===== config.mk =====
export PLATFORM = sky130hd
export DESIGN_NAME = mem_burst_arbiter
export DESIGN_NICKNAME = d
export VERILOG_FILES = /design/src/rtl/mem_burst_arbiter.sv
export SDC_FILE = /design/constraint.sdc
export NUM_CORES = 1
export LEC_CHECK = 0
export BUFFER_PORTS_ARGS = -buffer_cell sky130_fd_sc_hd__buf_2
export CAP_MARGIN = 40
export CELL_PAD_IN_SITES_DETAIL_PLACEMENT = 1
export CELL_PAD_IN_SITES_GLOBAL_PLACEMENT = 2
export CORE_ASPECT_RATIO = 1.1
export CORE_MARGIN = 2
export CORE_UTILIZATION = 32
export CTS_BUF_LIST = sky130_fd_sc_hd__clkbuf_4
export DETAILED_ROUTE_END_ITERATION = 12
export HOLD_SLACK_MARGIN = 0.03
export PLACE_DENSITY = 0.78
export SLEW_MARGIN = 20
export SYNTH_ARGS = -nofsm -noshare
export SYNTH_HDL_FRONTEND = slang
export SYNTH_SLANG_ARGS = --single-unit
export TNS_END_PERCENT = 100

===== constraint.sdc =====
create_clock -name clock -period 2 [get_ports clock]
set_clock_uncertainty 0.05 [all_clocks]
set_input_delay 0.2 -clock clock [delete_from_list [all_inputs] [get_ports clock]]
set_output_delay 0.2 -clock clock [all_outputs]
set_load 0.01 [all_outputs]

===== src/rtl/mem_burst_arbiter.sv =====
// mem_burst_arbiter: round-robin two-requester block arbiter for a byte-wide memory port.
// Define ARB_TIMEOUT_EN to abort bursts that stall TIMEOUT cycles, pulsing err.
module mem_burst_arbiter #(
  parameter int AWIDTH = 9,
  parameter int DWIDTH = 8,
  parameter int BLOCKSIZE = 4,
  parameter int TIMEOUT = 15
) (
  input  logic                        clock,
  input  logic                        reset_n,
  input  logic                        req0,
  input  logic                        we0,
  input  logic [AWIDTH-1:0]           addr0,
  input  logic [DWIDTH*BLOCKSIZE-1:0] wblk0,
  output logic                        gnt0,
  output logic                        done0,
  output logic [DWIDTH*BLOCKSIZE-1:0] rblk0,
  input  logic                        req1,
  input  logic                        we1,
  input  logic [AWIDTH-1:0]           addr1,
  input  logic [DWIDTH*BLOCKSIZE-1:0] wblk1,
  output logic                        gnt1,
  output logic                        done1,
  output logic [DWIDTH*BLOCKSIZE-1:0] rblk1,
  output logic [AWIDTH-1:0]           mem_addr,
  output logic                        mem_rd,
  output logic                        mem_wr,
  output logic [DWIDTH-1:0]           mem_wdata,
  input  logic [DWIDTH-1:0]           mem_rdata,
  input  logic                        mem_ready,
  output logic                        err
);
  localparam int BW = DWIDTH * BLOCKSIZE;
  typedef enum logic [1:0] {IDLE, XFER, DONE} state_t;
  state_t state;
  logic last_gnt, owner, we_l, pick, xfer, unused;
  logic [AWIDTH-3:0] base;
  logic [1:0] beat;
  logic [BW-1:0] wblk_l, hold, hold_nx;
  assign unused = ^{addr0[1:0], addr1[1:0]};
  assign pick = (req0 & req1) ? ~last_gnt : req1;
  assign xfer = state == XFER;
  assign mem_rd = xfer & ~we_l;
  assign mem_wr = xfer & we_l;
  assign mem_addr = xfer ? {base, beat} : '0;
  assign mem_wdata = xfer ? wblk_l[beat*DWIDTH +: DWIDTH] : '0;
  // the final byte lands in rblk on the same edge it is captured
  always_comb begin
    hold_nx = hold;
    if (!we_l) hold_nx[beat*DWIDTH +: DWIDTH] = mem_rdata;
  end
`ifdef ARB_TIMEOUT_EN
  logic [3:0] stall;
`else
  assign err = 1'b0;
`endif
  always_ff @(posedge clock or negedge reset_n) begin
    if (!reset_n) begin
      state <= IDLE;
      last_gnt <= 1'b1;
      owner <= 1'b0;
      we_l <= 1'b0;
      base <= '0;
      beat <= '0;
      wblk_l <= '0;
      hold <= '0;
      gnt0 <= 1'b0;
      gnt1 <= 1'b0;
      done0 <= 1'b0;
      done1 <= 1'b0;
      rblk0 <= '0;
      rblk1 <= '0;
`ifdef ARB_TIMEOUT_EN
      stall <= '0;
      err <= 1'b0;
`endif
    end else begin
      done0 <= 1'b0;
      done1 <= 1'b0;
`ifdef ARB_TIMEOUT_EN
      err <= 1'b0;
`endif
      case (state)
        IDLE: if (req0 | req1) begin
          owner <= pick;
          last_gnt <= pick;
          we_l <= pick ? we1 : we0;
          base <= pick ? addr1[AWIDTH-1:2] : addr0[AWIDTH-1:2];
          wblk_l <= pick ? wblk1 : wblk0;
          gnt0 <= ~pick;
          gnt1 <= pick;
          beat <= '0;
`ifdef ARB_TIMEOUT_EN
          stall <= '0;
`endif
          state <= XFER;
        end
        XFER: if (mem_ready) begin
          hold <= hold_nx;
`ifdef ARB_TIMEOUT_EN
          stall <= '0;
`endif
          if (beat == 2'd3) begin
            state <= DONE;
            done0 <= ~owner;
            done1 <= owner;
            if (!we_l && !owner) rblk0 <= hold_nx;
            if (!we_l && owner) rblk1 <= hold_nx;
          end else
            beat <= beat + 2'd1;
        end
`ifdef ARB_TIMEOUT_EN
        else if (stall == 4'(TIMEOUT - 1)) begin
          state <= IDLE;
          err <= 1'b1;
          done0 <= ~owner;
          done1 <= owner;
          gnt0 <= 1'b0;
          gnt1 <= 1'b0;
        end else
          stall <= stall + 4'd1;
`endif
        default: begin
          gnt0 <= 1'b0;
          gnt1 <= 1'b0;
          state <= IDLE;
        end
      endcase
    end
  end
endmodule


==> run summary, run 1 <==
The mean cell area of the mapped netlist is 13.2 µm², and the number of clock sinks is 138. At the end of routability-driven placement, the weighted congestion stood at 0.776. For this run the aggregate overflow at the end of global routing stands at 0. Counting cells, the worst reg-to-reg path comes to 7. Setup violations remaining at the end of the flow were counted as 8. For this design the static power due to leakage is 4.61 nW. Summed over all nets, the half-perimeter wirelength after detailed placement is 13600 µm.

Slew at the pin with the worst max-slew slack: 674 ps. Along the worst hold path, the cell count comes to 4. The H-tree generated during clock tree synthesis spans 4 levels. Yosys mapped the design onto 43 distinct sky130hd cell types. The run gives 0 as the number of pins with negative max-slew slack in the final report.

Root buffer selected by CTS: clkbuf_4. Counting along the longest clock path gives a buffer depth of 2. At the later pin of the worst-skew pair, clock insertion delay measures 540 ps.

The worst setup path is captured at an output pin. On the worst path, the slowest cell contributes a delay of 510 ps. The synthesized design contains 138 register bits. In this run switching power makes up 36.2% of total power. The internal portion of total power was 0.00750 W; the initial antenna violation count was 1. The maximum number of pins on one net before global-route repair was 56; the minimum setup slack among reg-to-reg paths was 30 ps.

For the finished layout, the period the worst path requires is 2150 ps. The overall die height was 154 µm. Measured against its own limit, the worst slew margin works out to 55.1%. The worst hold endpoint is gnt0. The fraction of synthesis flops using an asynchronous set or reset pin is 100%. The number of flops mapped to enable cells by yosys was 0; the starting density of the core was 32.8%.

The tools report the launching point of the worst reg2reg path as beat[0]. The slowest library cell on the worst path was mux4_2. For this run, design rule violations remaining after detail routing come to 0.

The tool flagged a number of max-cap violations equal to 0. Setup repair after global routing could not meet its margin everywhere. The worst-case IR drop observed on VDD is 0.458 mV. The startpoint identified for the worst hold timing path is req0.

The number of global-route vias before repair is 6001, and the maximum operating frequency is 465 MHz. In this run, the combinational gates consume 46.8% of the power. The worst min-delay path category is primary input to flop. The total number of placement rows came out at 54. The die covers 21500 µm². Of the available clock period, the critical path in the final layout requires 107%. Cells fill 46.1% of the core in the end. In the final routed layout, each cell accounts on average for 19.9 µm. The leading register cell type out of synthesis is dfrtp_1. The switching power of the nets was 0.00426 W. The completed layout was analyzed and its total power is 0.0118 W.

The endpoint of the worst register-to-register path was rblk1[14]. The Yosys step of the flow raised 0 warnings. The clock-pin slew reported for the worst setup and hold paths after clock tree synthesis was 120 ps; the required arrival time at the worst endpoint was 1750 ps. The flow ran to the end, but the final reports show violations. The power density over cell area works out to 1290 nW/µm².

185 I/O pins were placed. The top fanout value on the critical path was 8. The checks that failed: negative setup slack.

The number of design-rule violations left by the first detailed-router iteration was 184; the total of buffers placed on input and output ports was 179. At the end of the flow, the number of nets in the layout was 872. The via total after detailed routing was 5344. The synthesized instance count was 492; the total clock buffers created by CTS was 17.

TritonCTS built the clock tree. In the global route stage, overall resource usage came out at 19.6%. Traced cell by cell, the critical path runs through buf_12 > mux4_2 > and2_4 > buf_6. The final count of hold timing violations was 0. The critical path in this run is classified as flop to output pin.

The detail route stage leaves a number of antenna-violating nets equal to 0. The final worst hold slack is 122 ps. The area added between synthesis and finish is 40.6%. The worst setup slack after layout came out at -149 ps.

The first global-routing pass estimated 32900 µm of wire. Using the TritonRoute via totals, the vias-per-cell ratio works out to 5.16. The core region is 19900 µm². After detailed routing, the total wire length is 20600 µm. The synthesized cell area was 6510 µm². Cells with a size suffix above 1 make up 44.7% of the layout. The tools report the number of search-and-repair iterations in the first detailed-routing pass as 6. The clock network is responsible for 16.5% of the overall power.

The run gives 36.7% as the share of power burned in registers. The arrival time at the worst endpoint was 1900 ps. The launching element type of the critical path is a flop. The die width is 140 µm. After synthesis, flip-flops and latches occupy 53.1% of the total area.

Counting every net in the synthesized netlist gives 594.
==> cell families (layout without fill, tap and decap cells) <==
family / Yosys count / count (layout) / share of synthesized area [%]
AOI/OAI and AO/OA: 144 / 144 / 18.7
DFF: 138 / 138 / 53.1
and+or+nand+nor: 81 / 81 / 8.58
muxes: 74 / 74 / 14.2
buffers and inverters: 49 / 340 / 4.46
adders and majority gates: 5 / 5 / 0.962
other: 1 / 2 / 0.0576
==> timing repair <==
action,4_1_cts,5_1_grt
resized for setup,31,12
hold buffers,92,0
endpoints found under the setup margin,35,48
buffers inserted,2,8
hold endpoints to repair,205,0
pin swaps,8,2
==> registers in the layout, summed over array words and instances, names as in the netlist <==
name	cells
rblk0	32
rblk1	32
wblk_l	32
hold	24
base	7
beat	2
state	2
done0	1
done1	1
gnt0	1
gnt1	1
last_gnt	1
owner	1
we_l	1
==> synthesized netlist by cell type (8+ instances only) <==
library cell    n  area share, %
mux4_2          8            2.8
dfrtp_1       137             53
a32o_2          8            1.4
and3_1         14            1.3
clkbuf_1       16           0.92
and3b_1         9            1.2
and2_1         18            1.7
a32o_1          8            1.2
a21boi_0       40            4.6
o21ai_0        13            1.0
mux2_2         57            9.9
nand2b_1        8           0.77
nand2_1        12           0.69
buf_4          10            1.2
buf_2          12           0.92
a22o_1         24            3.2
a221o_1        40            6.2
==> metrics by stage <==
stage	cell area (µm²)	setup TNS, ps	instances	setup slack [ps]
6_report	9150	-1080	1036	-149
5_1_grt	9150	-2250	1036	-287
4_1_cts	9050	-1860	1029	-251
3_5_place_dp	7700	-46.7	903	-14.4
3_3_place_gp	7700	0	903	77.8
2_1_floorplan	6520	-483	492	-21.9
==> cells in the final DEF, fill, tap and decap left out, types with 11 or more instances in the layout <==
| cell | netlist | final |
|---|---|---|
| a22o_1 | 24 | 24 |
| and3_1 | 14 | 11 |
| buf_4 | 10 | 27 |
| a221o_1 | 40 | 40 |
| nand2_1 | 12 | 12 |
| buf_2 | 12 | 170 |
| dlygate4sd3_1 | 0 | 92 |
| a21boi_0 | 40 | 40 |
| dfrtp_1 | 137 | 135 |
| mux2_2 | 57 | 57 |
| o21ai_0 | 13 | 13 |
| clkbuf_4 | 0 | 17 |
==> final cells by class <==
type / instances / area, µm²
Clock inverter: 15 / 174
Tap cell: 252 / 315
Clock buffer: 17 / 128
Multi-Input combinational cell: 305 / 2850
Inverter: 3 / 16.3
Timing Repair Buffer: 305 / 2210
Sequential cell: 138 / 3460
Antenna cell: 1 / 2.50
Fill cell: 2097 / 10700
==> routing by layer <==
layer  vias up  share of wire (%)  track usage, %
li1       2421                  -               -
met1      2721                 40            22.7
met2       187                 53            35.4
met3        15                5.4            5.36
met4         0               0.95            5.57
met5         -                  0               0
==> power groups by stage <==
| stage | combinational (W) | clock, W | sequential [W] |
|---|---|---|---|
| finish | 0.00550 | 0.00194 | 0.00431 |
| global route | 0.00596 | 0.00217 | 0.00444 |
| CTS | 0.00542 | 0.00203 | 0.00432 |
| detailed placement | 0.00483 | 0 | 0.00440 |
| global placement | 0.00472 | 0 | 0.00432 |
| floorplan | 0.00313 | 0 | 0.00436 |
==> worst max-delay path by stage <==
stage | from | end | slack [ps]
6_report | beat[0] | mem_wdata[4] | -150
5_1_grt | beat[0] | mem_wdata[2] | -290
4_1_cts | beat[0] | mem_wdata[2] | -250
3_5_place_dp | beat[0] | hold[19] | -10
3_3_place_gp | beat[0] | rblk0[4] | 80
2_1_floorplan | beat[0] | rblk0[16] | -20
==> worst max-delay path: cells and delay by family (launching register included) <==
kind	cells	cell delay [ps]
mux	1	510
flops	1	410
buf+inv	2	270
simple gates	1	160
Power figures use the tool's default switching activity.
==> run 2: changes to the inputs <==
BUFFER_PORTS_ARGS = unset   (was -buffer_cell sky130_fd_sc_hd__buf_2)
CORE_UTILIZATION = 39   (was 32)
DONT_BUFFER_PORTS = 1   (was unset)
==> run summary, run 2 (same netlist as run 1, synthesis figures left out) <==
The total of buffers placed on input and output ports was 0 (-100%); the number of design-rule violations left by the first detailed-router iteration was 202 (+9.8%). The logs give 2 (unchanged) for the number of buffers between clock root and the deepest sink and 7300 µm (-12%) for the length of routed wiring on met1. The half-perimeter wire length of the detailed placement result is 11500 µm (-15%), and the die outline area is 17700 µm² (-17%). The number of pins with negative max-slew slack in the final report was 0 (unchanged). STA classifies the critical path startpoint as a flop. The final-stage net count is 691 (-21%). The tools report the area of the core as 16400 µm² (-18%). Signal routing reaches up to met4. The top fanout value on the critical path came out at 5 (-3).

For the quantity of hold-fixing buffers added after cts, the log shows 92 (unchanged). The total number of placement rows came out at 49 (-9.3%). Via density per instance: 5.85 (+13%).

TritonCTS built the clock tree. The run gives 0.758 (-2.4%) as the placer congestion estimate. The worst min-delay path category is primary input to asynchronous set/reset pin.

The starting density of the core was 39.7% (+7.0 points). The cell sitting at the root of the clock tree is a clkbuf_4. Global-route usage over all layers: 21.6% (+2.1 points).

The post-detailed-route count of antenna-violating nets was 0 (unchanged); the routed length on met2 was 9900 µm (-10%). The arrival time at the worst endpoint was 1860 ps (-40 ps). The largest registers in the layout are rblk0: 32 flops, rblk1: 32 flops, wblk_l: 32 flops. The final instance area is 8080 µm² (-12%).

The tools report the via total after detailed routing as 4716 (-12%). The final worst-path cycle share came out at 105% (-2.1 points). Leaving out fill and tap cells, the most frequent cells in the layout are dfrtp_1, dlygate4sd3_1, mux2_2. Final critical-path required period: 2110 ps (-41.6 ps). The switching part of the total power came out at 36.4% (+0.21 points). Fraction of final layout cells sized beyond drive strength 1: 26.7% (-18 points). Antenna diode count: 0 (-1). Final count of hold timing violations: 138 (+138). The overall power of the completed layout is 0.0111 W (-5.9%), and the number of top-level pins is 185 (unchanged).

The run gives 6710 µm² (-13%) as the cell area after placement. For the count of endpoints failing setup in the final report, the log shows 12 (+4). Setup repair after global routing could not meet its margin everywhere.

The clock-pin slew reported for the worst setup and hold paths after clock tree synthesis was 110 ps (about the same); the DRC violation count after routing was 0 (unchanged). The power density over cell area is 1370 nW/µm² (+6.6%), and the reported max-cap violation count is 0 (unchanged). The relative slew slack came out at 54.2% (-0.90 points). The slew at the pin with the worst max-slew slack is 687 ps (+13.5 ps). The portion of total power attributed to the clock network is 17.4% (+0.9 points), and the total leakage power is 3.75 nW (-19%).

The worst setup path category is flop to output pin. The initial antenna violation count is 0 (-1), and the area added between synthesis and finish is 24.2%. For the clock insertion delay at the later pin of the skew report, the log shows 540 ps (about the same). The tools report the required arrival time at the worst endpoint as 1750 ps (about the same). The total clock buffers created by CTS was 17 (unchanged); the overall die height was 139 µm (-9.2%). The maximum operating frequency was 475 MHz (+2.0%); the global-route wire length before repair was 29700 µm (-9.7%). The die width was 127 µm (-9.1%); the share of power burned in registers was 41.0% (+4.3 points).

The run gives 139 (+150%) as the maximum number of pins on one net before global-route repair. The number of global-route vias before repair came out at 5198 (-13%). The flow ran to the end, but the final reports show violations. The setup slack after placement is 8.17 ps (+22.5 ps).

The overflow left after global routing is 0 (unchanged), and the total length of routed met3 wires is 1100 µm (-1.4%). The combinational power share came out at 41.6% (-5.2 points). The number of search-and-repair iterations in the first detailed-routing pass came out at 4 (-2).

Traced cell by cell, the critical path runs through buf_6 > buf_12 > mux4_2 > and2_4. The stage delay of the slowest cell on the critical path came out at 500 ps (about the same). For the switching power of the nets, the log shows 0.00403 W (-5.4%).

The average wire per cell in the routed design was 23.0 µm (+16%). Most frequent standard cell in the layout excluding fill and tap cells: dfrtp_1. The checks that failed: negative hold slack, negative setup slack.

The final worst hold slack was -707 ps (-829 ps). The logs give 0.521 mV (+14%) for the maximum resistive drop on vdd and 18600 µm (-10%) for the total wire length. The internal portion of total power is 0.00703 W (-6.2%), and the number of clock sinks is 138 (unchanged). For this design, the slowest cell found on the critical path is mux4_2. The type of destination of the critical path is an output pin. The logs give -107 ps (+41.6 ps) for the worst setup slack after layout and 4 (unchanged) for the deepest level of the CTS H-tree.
[run 2: critical path, delay by kind of cell, from the launching register on]
family        cells  cell delay, ps
mux               1             500
simple gates      1             170
buf+inv           2             270
flops             1             380
[run 2: worst paths after layout]
kind / cells past startpoint / from / endpoint / slack (ps)
max in group asynchronous: 0 / reset_n / last_gnt / 2370
hold reg to reg: 1 / hold[20] / hold[20] / 480
hold / removal: 0 / reset_n / rblk0[6] / -710
setup reg to reg: 7 / beat[0] / rblk0[22] / -10
setup / recovery: 4 / beat[0] / mem_wdata[5] / -110
min in group clock: 4 / req0 / beat[0] / 120
[run 2: final cells by class]
cell class / count / area [µm²]
tap: 204 / 255
clock buffer: 19 / 143
multi-input combinational: 305 / 2820
fill: 1614 / 8290
timing repair buffer: 124 / 1250
sequential: 138 / 3450
inverter: 3 / 11.3
clock inverter: 13 / 150
[run 2: layer usage]
metal  track usage (%)  up-vias
met2              38.3      177
met5                 0        -
met4              5.55        0
li1                  -     2057
met3              6.65       22
met1              25.6     2460
[run 2: through the flow]
stage               cells  setup TNS (ps)  hold WS, ps  util, %
floorplan             492            -483         -146        -
global placement      674               0         -141     41.0
detailed placement    674               0         -142     41.0
CTS                   803           -1260         -769     49.0
global route          806           -3810         -794     49.3
finish                806            -674         -707     49.3
[run 2: power by group through the flow]
stage	logic (W)	clock network [W]	registers, W
2_1_floorplan	0.00313	0	0.00436
3_3_place_gp	0.00385	0	0.00452
3_5_place_dp	0.00399	0	0.00459
4_1_cts	0.00448	0.00200	0.00453
5_1_grt	0.00500	0.00211	0.00468
6_report	0.00460	0.00192	0.00454
[run 2: what timing repair did]
action	CTS	global route
pin swaps	9	0
setup endpoints to repair	39	102
cloned	1	0
gates resized for setup	15	12
buffers inserted	4	3
endpoints found under the hold margin	272	138
==> run 3: changes to the inputs <==
CTS_CLUSTER_SIZE = 14   (was unset)
PLACE_DENSITY = 0.77   (was 0.78)
==> run summary, run 3 (same netlist as run 1, synthesis figures left out) <==
The final reports fail on negative hold slack, negative setup slack. The maximum resistive drop on vdd is 0.585 mV (+12%). The total of buffers placed on input and output ports is 0 (unchanged), and the placer congestion estimate is 0.769 (+1.5%). The overall die height was 139 µm (unchanged). The final count of hold timing violations came out at 138 (unchanged). The clock-pin slew reported for the worst setup and hold paths after clock tree synthesis works out to 130 ps (+20 ps). The largest registers in the layout are rblk0: 32 flops, rblk1: 32 flops, wblk_l: 32 flops. The launching element type of the critical path was a flop.

The tools report the DRC violation count after routing as 0 (unchanged). The run gives 17 (unchanged) as the total clock buffers created by CTS. The average wire per cell in the routed design came out at 24.0 µm (+4.1%). In this run the worst hold path is classified as primary input to asynchronous set/reset pin. The post-detailed-route count of antenna-violating nets was 0 (unchanged); the final worst-path cycle share was 107% (+1.6 points). In this run the clock root is driven by a clkbuf_4. The fraction of final layout cells sized beyond drive strength 1 was 29.4% (+2.6 points). Maximum operating frequency: 467 MHz (-1.5%). The number of clock sinks is 138 (unchanged), and the initial antenna violation count is 1 (+1).

Die width: 127 µm (unchanged). Relative to the synthesized area, the layout overhead comes to 25.7%. The power density over cell area is 1380 nW/µm² (+0.41%), and the slew at the pin with the worst max-slew slack is 502 ps (-185 ps). The logs give 695 (+0.58%) for the final-stage net count and 40.3% (+2.0 points) for the routing usage on met2. Setup repair after global routing could not meet its margin everywhere. The arrival time at the worst endpoint was 1890 ps (+30 ps).

The minimum setup slack among reg-to-reg paths is 80 ps (+90 ps), and the number of global-route vias before repair is 5308 (+2.1%). TritonCTS built the clock tree. The highest-utilization routing layer at the global route stage is met2. The filler cell count in the final layout is 1596 (-1.1%), and the met1 routing resource usage after global routing is 25.6% (+0.074 points).

The relative slew slack was 66.5% (+12 points). The global-route usage over all layers is 22.2% (+0.57 points), and the via total after detailed routing is 4779 (+1.3%). The tools report the number of buffers between clock root and the deepest sink as 2 (unchanged). Maximum number of pins on one net before global-route repair: 139 (unchanged). Number of pins with negative max-slew slack in the final report: 0 (unchanged). The final critical-path required period is 2140 ps (+32.3 ps), and the clock insertion delay at the later pin of the skew report is 550 ps (about the same). Count of endpoints failing setup in the final report: 8 (-4). Leaving out fill and tap cells, the most frequent cells in the layout are dfrtp_1, dlygate4sd3_1, mux2_2. Number of design-rule violations left by the first detailed-router iteration: 184 (-8.9%).

The library cell used most frequently in the layout, excluding fill and tap cells, is dfrtp_1. For the number of top-level pins, the log shows 185 (unchanged). The worst setup path is of the flop to output pin kind. For the global-route wire length before repair, the log shows 30400 µm (+2.3%). The fraction of the core area covered by cells at the end of the flow came out at 50.0% (+0.63 points). Total wire length: 19400 µm (+4.8%). The overflow left after global routing is 0 (unchanged). The type of destination of the critical path was an output pin.

The die outline area came out at 17700 µm² (unchanged). The area of the core was 16400 µm² (unchanged); the top fanout value on the critical path was 8 (+3). The summed negative setup slack over all endpoints was -829 ps (-155 ps). The starting density of the core is 39.7% (unchanged). The reported max-cap violation count came out at 0 (unchanged). The total leakage power is 3.80 nW (+1.3%), and the required arrival time at the worst endpoint is 1750 ps (about the same).

The via density per instance works out to 5.89 (+0.71%). The logs give -717 ps (-10.1 ps) for the final worst hold slack and 92 (unchanged) for the quantity of hold-fixing buffers added after cts. The logs give -140 ps (-32.3 ps) for the worst setup slack after layout and 4 (unchanged) for the number of search-and-repair iterations in the first detailed-routing pass.

The tools report the deepest level of the CTS H-tree as 4 (unchanged). The run finished, with violations left. The half-perimeter wire length of the detailed placement result is 11400 µm (-0.96%), and the total number of placement rows is 49 (unchanged). The tools report the met3 capacity usage during global routing as 5.96% (-0.69 points).
-- run 3: final cells by class --
cell class	count	area, µm²	area share, %
Antenna cell	1	2.50	0.0306
Clock buffer	18	135	1.65
Clock inverter	14	171	2.10
Inverter	3	11.3	0.138
Multi-Input combinational cell	306	2870	35.1
Sequential cell	138	3460	42.2
Tap cell	204	255	3.12
Timing Repair Buffer	127	1280	15.7
-- run 3: worst paths after layout --
kind / startpoint / to / cells after the start
setup reg to reg: beat[0] / hold[13] / 6
hold reg to reg: hold[17] / hold[17] / 1
setup / recovery: beat[0] / mem_wdata[1] / 4
hold / removal: reset_n / rblk1[2] / 0
min in group clock: wblk0[26] / wblk_l[26] / 2
max in group asynchronous: reset_n / last_gnt / 0
-- run 3: metal layers --
| metal | up-vias | share of wire (%) | routed length [µm] |
|---|---|---|---|
| li1 | 2077 | - | - |
| met1 | 2509 | 40 | 7720 |
| met2 | 172 | 54 | 10500 |
| met3 | 21 | 5.3 | 1030 |
| met4 | 0 | 1.2 | 231 |
| met5 | - | 0 | 0 |
-- run 3: repair_timing --
item | 4_1_cts | 5_1_grt
gates cloned | 2 | 2
setup endpoints to repair | 47 | 61
setup buffers | 4 | 7
pin swaps | 6 | 3
hold endpoints to repair | 276 | 138
gates resized for setup | 22 | 23
-- run 3: stage by stage --
stage	power, W	hold WS (ps)	setup slack (ps)	instances	cell area (µm²)
global route	0.0119	-790	-258	811	8180
CTS	0.0110	-801	-227	803	8060
finish	0.0113	-717	-140	811	8180
floorplan	0.00749	-146	-21.9	492	6520
detailed placement	0.00854	-142	-39.6	673	6710
global placement	0.00832	-143	42.7	673	6710
-- run 3: critical path, cell delays in order, from the launching register on --
cell     delay, ps
dfrtp_1        380
buf_6          110
buf_12         130
mux4_2         540
and2_4         180
-- run 3: power breakdown --
part           total [W]  switching (W)  internal [W]  leakage [nW]
sequential       0.00458       0.000822       0.00375          1.84
clock            0.00200        0.00112      0.000882         0.149
combinational    0.00467        0.00226       0.00241          1.81
